### config.mk
export PLATFORM = sky130hd
export DESIGN_NAME = decoder_3_to_8_pipe
export DESIGN_NICKNAME = d
export VERILOG_FILES = /design/src/rtl/dec_pkg.sv /design/src/rtl/dec_fifo.sv /design/src/rtl/decoder_3_to_8_pipe.sv
export SDC_FILE = /design/constraint.sdc
export NUM_CORES = 1
export LEC_CHECK = 0
export CAP_MARGIN = 5
export CORE_ASPECT_RATIO = 0.75
export CORE_UTILIZATION = 50
export CTS_BUF_LIST = sky130_fd_sc_hd__clkbuf_8
export DETAILED_ROUTE_END_ITERATION = 8
export PLACE_DENSITY = 0.81
export SYNTH_ARGS = -nofsm -noshare
export SYNTH_HDL_FRONTEND = slang
export SYNTH_SLANG_ARGS = --single-unit
### constraint.sdc
create_clock -name clk_i -period 4 [get_ports clk_i]
set_clock_uncertainty 0.2 [all_clocks]
set_input_delay 0.6 -clock clk_i [delete_from_list [all_inputs] [get_ports clk_i]]
set_output_delay 0.6 -clock clk_i [all_outputs]
set_load 0.005 [all_outputs]
### src/rtl/dec_pkg.sv
// Shared types and helpers for the pipelined 3-to-8 decoder.
// Holds the occupancy enum, default sizes and the one-hot decode.
package dec_pkg;

  typedef enum logic [1:0] {
    EMPTY   = 2'd0,
    PARTIAL = 2'd1,
    FULL    = 2'd2
  } occ_e;

  localparam int unsigned DEC_DEPTH = 2;
  localparam int unsigned DEC_CNT_W = 8;

  function automatic logic [7:0] dec_onehot(
    input logic [2:0] a
  );
    return 8'b1 << a;
  endfunction

endpackage

### src/rtl/dec_fifo.sv
// Small FIFO holding decoded words; pointers wrap at DEPTH-1.
// Ports: push_i/data_i write, pop_i read, head_o/occ_o state.
module dec_fifo
  import dec_pkg::*;
#(
  parameter int unsigned DEPTH = DEC_DEPTH,
  parameter int unsigned W     = 8
) (
  input  logic                       clk_i,
  input  logic                       rst_ni,
  input  logic                       push_i,
  input  logic                       pop_i,
  input  logic [W-1:0]               data_i,
  output logic [W-1:0]               head_o,
  output logic [$clog2(DEPTH+1)-1:0] occ_o
);

  localparam int unsigned PW = $clog2(DEPTH);
  localparam int unsigned OW = $clog2(DEPTH+1);

  logic [W-1:0]  mem_q [DEPTH];
  logic [W-1:0]  mem_d [DEPTH];
  logic [PW-1:0] wr_ptr_q, wr_ptr_d;
  logic [PW-1:0] rd_ptr_q, rd_ptr_d;
  logic [OW-1:0] occ_q, occ_d;

  // Explicit wrap so non-power-of-two depths work.
  function automatic logic [PW-1:0] wrap_inc(
    input logic [PW-1:0] p
  );
    return (p == PW'(DEPTH-1)) ? '0 : p + PW'(1);
  endfunction

  always_comb begin
    mem_d    = mem_q;
    wr_ptr_d = wr_ptr_q;
    rd_ptr_d = rd_ptr_q;
    occ_d    = occ_q;
    if (push_i) begin
      mem_d[wr_ptr_q] = data_i;
      wr_ptr_d        = wrap_inc(wr_ptr_q);
    end
    if (pop_i) begin
      rd_ptr_d = wrap_inc(rd_ptr_q);
    end
    if (push_i && !pop_i) begin
      occ_d = occ_q + OW'(1);
    end else if (pop_i && !push_i) begin
      occ_d = occ_q - OW'(1);
    end
  end

  always_ff @(posedge clk_i or negedge rst_ni) begin
    if (!rst_ni) begin
      mem_q    <= '{default: '0};
      wr_ptr_q <= '0;
      rd_ptr_q <= '0;
      occ_q    <= '0;
    end else begin
      mem_q    <= mem_d;
      wr_ptr_q <= wr_ptr_d;
      rd_ptr_q <= rd_ptr_d;
      occ_q    <= occ_d;
    end
  end

  assign head_o = mem_q[rd_ptr_q];
  assign occ_o  = occ_q;

endmodule

### src/rtl/decoder_3_to_8_pipe.sv
// Pipelined 3-to-8 decoder with valid/ready handshakes and a
// buffered output. Ports: valid_i/ready_o/a_i/en_i in, valid_o/
// ready_i/y_o out, count_o counts enabled decodes accepted.
module decoder_3_to_8_pipe
  import dec_pkg::*;
#(
  parameter int unsigned DEPTH = DEC_DEPTH,
  parameter int unsigned CNT_W = DEC_CNT_W
) (
  input  logic             clk_i,
  input  logic             rst_ni,
  input  logic             valid_i,
  output logic             ready_o,
  input  logic [2:0]       a_i,
  input  logic             en_i,
  output logic             valid_o,
  input  logic             ready_i,
  output logic [7:0]       y_o,
  output logic [CNT_W-1:0] count_o
);

  localparam int unsigned OW = $clog2(DEPTH+1);

  occ_e             state_q, state_d;
  logic             live_q, live_d;
  logic [CNT_W-1:0] count_q, count_d;
  logic             push, pop;
  logic [7:0]       word, head;
  logic [OW-1:0]    occ;

  // live_q holds ready_o low until the first edge out of reset.
  assign ready_o = live_q && (state_q != FULL);
  assign valid_o = (state_q != EMPTY);
  assign push    = valid_i && ready_o;
  assign pop     = valid_o && ready_i;
  assign word    = en_i ? dec_onehot(a_i) : 8'h00;
  assign y_o     = valid_o ? head : 8'h00;
  assign count_o = count_q;

  dec_fifo #(
    .DEPTH (DEPTH),
    .W     (8)
  ) u_fifo (
    .clk_i  (clk_i),
    .rst_ni (rst_ni),
    .push_i (push),
    .pop_i  (pop),
    .data_i (word),
    .head_o (head),
    .occ_o  (occ)
  );

  always_comb begin
    state_d = state_q;
    live_d  = 1'b1;
    count_d = count_q;
    if (push && en_i) begin
      count_d = count_q + CNT_W'(1);
    end
    unique case (state_q)
      EMPTY: begin
        if (push) state_d = PARTIAL;
      end
      PARTIAL: begin
        if (push && !pop && occ == OW'(DEPTH-1)) begin
          state_d = FULL;
        end else if (pop && !push && occ == OW'(1)) begin
          state_d = EMPTY;
        end
      end
      FULL: begin
        if (pop) state_d = PARTIAL;
      end
      default: state_d = EMPTY;
    endcase
  end

  always_ff @(posedge clk_i or negedge rst_ni) begin
    if (!rst_ni) begin
      state_q <= EMPTY;
      live_q  <= 1'b0;
      count_q <= '0;
    end else begin
      state_q <= state_d;
      live_q  <= live_d;
      count_q <= count_d;
    end
  end

endmodule

==> out/metrics.cfg <==
[floorplan]
rows=16
die_h_um=49.8
start_util=0.554
die_w_um=65.7
dieArea_um2=3270
io_pins=26
core_area_um2=2740

[power]
clockPowerShare=0.203
netSwitchingPower_w=0.000344
peakVddDrop_v=0.000287
sw_frac_of_total=0.326
p_int_w=0.000710
power.share.sequential=0.470
p_per_area_nw_per_um2=557
comb_power_share=0.327
cellLeakagePower_nw=0.909

[yosys]
synth_edf_count=0
synth-seq-cells=31
syn_avg_cell_area_um2=12.0
syn-num-nets=139
synth-async-reset-ratio=1.00
synth_flop_cell=dfrtp_1
synth_area_leaders=dfrtp_1, mux2_4, mux2_2, mux2i_1, xnor2_1
synth_cell_types=28
yosysWarnings=0
seq_area_frac_synth=0.510
synth_cells=127
syn_area_um2=1520
yosysMostFrequentCell=dfrtp_1
netlist.area_leader.share=0.510
yosysTopAreaCell=dfrtp_1
synth_common_cells=dfrtp_1, nor2_1, mux2_2

[sta]
rsz0062_at_grt=no
setup_viol=0
fin_ws_ns=1.44
finalMaxSlewViolations=0
fmax_mhz=391
tns_ns=0
finalCriticalPeriod_ns=2.56
tightest_slew_ns=0.541
period_share=0.639
hold_viol=0
slew_headroom=0.640

[routing]
antenna_left=0
drtIter0Drc=61
via_per_inst=5.34
drcViolationCount=0
drt-total-wl_mm=3.08
vias=1036
wire_per_inst_um=15.9
dr.pass1.iters=4

[global_route]
antenna_found_initial=0
grt_start_max_net_pins=32
grt_pass1_vias=1070
overflow=0
grt_pass1_wl_mm=5.29
track_usage=0.223

[clock_tree]
clock-sinks=31
ctsHoldBuffers=0
cts_tree=done
post_cts_resized=0
htree_levels=2
clk_latency_ns=0.27
numCtsBuffers=5
post_cts_buffers=0
cts_buffer_depth=2
cts_root_buf=clkbuf_8
clk_pin_slew_ns=0.06

[finish]
nNetsFinal=171
fill_cells=185
multi_input_area_um2=717
n_antenna_cell=0
drive_gt1_frac=0.184
regArea_um2=776
syn2layout_area_growth_pct=24.4

[placement]
place_hpwl_mm=2.26
port_buffers=25
post-place-ws_ns=1.73
gp_congestion=0.831

[setup_path]
cp.required_ns=3.20
r2r_end=state_q[0]$_DFFE_PN0P_
endpoint_kind=output port
r2r_start=state_q[1]$_DFFE_PN0P_
worstRegToRegCells=8
worst-path-max-fanout=9
crit_type=flip-flop to output port
rrSetupSlack_ns=1.95
crit_arrival_ns=1.76
critPathLaunchType=flip-flop

[min_path]
min_path_cells=1
hp-class=flip-flop to flip-flop
whs_endpoint=count_o[7]$_DFFE_PN0P_
hp-start=count_o[7]$_DFFE_PN0P_

[outcome]
status=finished clean

[job]
cap_violations=0

-- state kept, by name (all words and copies together), names as in the netlist --
name and cells:
count_o 8, live_q 1, u_fifo.mem_q 16, u_fifo.rd_ptr_q 1
u_fifo.occ_o 2, u_fifo.wr_ptr_q 1, state_q 2
-- cell families (layout without fill, tap and decap cells) --
| family | Yosys count | after routing | synth area share |
|---|---|---|---|
| DFF | 31 | 31 | 0.510 |
| AOI/OAI and AO/OA | 5 | 5 | 0.0198 |
| muxes | 25 | 25 | 0.198 |
| xor gates and xnor gates | 11 | 11 | 0.0634 |
| adders and majority gates | 4 | 4 | 0.0329 |
| buffers and inverters | 7 | 38 | 0.0181 |
| and+or+nand+nor | 43 | 43 | 0.155 |
| other | 1 | 1 | 0.00247 |
-- layer usage --
metal / wire, um / up-vias / track usage
li1: - / 493 / -
met1: 1450 / 508 / 0.292
met2: 1480 / 28 / 0.350
met3: 111 / 7 / 0.0625
met4: 36 / 0 / 0.0797
met5: 0 / - / 0
-- how the worst max path moves through the flow --
stage                                            from  cells past startpoint                      to
after floorplan                state_q[1]$_DFFE_PN0P_                      8  state_q[0]$_DFFE_PN0P_
after global placement                        valid_i                      7  state_q[0]$_DFFE_PN0P_
after detailed placement                      valid_i                      7  state_q[0]$_DFFE_PN0P_
after CTS                 u_fifo.rd_ptr_q$_DFFE_PN0P_                      3                  y_o[2]
after global routing      u_fifo.rd_ptr_q$_DFFE_PN0P_                      3                  y_o[2]
final                     u_fifo.rd_ptr_q$_DFFE_PN0P_                      3                  y_o[2]
-- worst max-delay path, stage by stage (launching register included) --
cell and delay [ns]:
dfrtp_1 0.68, mux2i_1 0.27, nor2_1 0.05, clkdlybuf4s50_1 0.47
-- cell usage in the layout, fill, tap and decap left out, drive strengths merged, types with 2 or more instances in the layout --
cell type	netlist	routed
nor2	20	20
mux2i	8	8
xor2	3	3
dfrtp	31	31
clkbuf	0	5
nand3	3	3
o22ai	2	2
nand4	4	4
nor3	2	2
nand2b	4	4
ha	4	4
inv	6	7
o21ai	2	2
clkdlybuf4s50	0	25
nand2	7	7
xnor2	8	8
mux2	17	17
-- power by group through the flow --
| stage | sequential [W] | clock (W) | combinational, W |
|---|---|---|---|
| 6_report | 0.000495 | 0.000214 | 0.000345 |
| 4_1_cts | 0.000493 | 0.000218 | 0.000348 |
| 5_1_grt | 0.000505 | 0.000230 | 0.000381 |
| 2_1_floorplan | 0.000456 | 0 | 0.000223 |
| 3_3_place_gp | 0.000487 | 0 | 0.000327 |
| 3_5_place_dp | 0.000498 | 0 | 0.000344 |
-- layout make-up --
type | instances | area share
Inverter | 6 | 0.0119
Timing Repair Buffer | 26 | 0.136
Tap cell | 36 | 0.0238
Sequential cell | 31 | 0.410
Clock inverter | 1 | 0.00199
Clock buffer | 5 | 0.0364
Multi-Input combinational cell | 89 | 0.379
-- metrics by stage --
stage	cells	hold slack, ns	power [W]	utilization	area (um2)
global placement	188	0.260	0.000814	0.663	1820
detailed placement	188	0.274	0.000842	0.663	1820
floorplan	127	0.104	0.000679	-	1520
CTS	194	0.281	0.00106	0.689	1890
finish	194	0.269	0.00105	0.689	1890
global route	194	0.307	0.00112	0.689	1890
(Power assumes the default switching activity.)
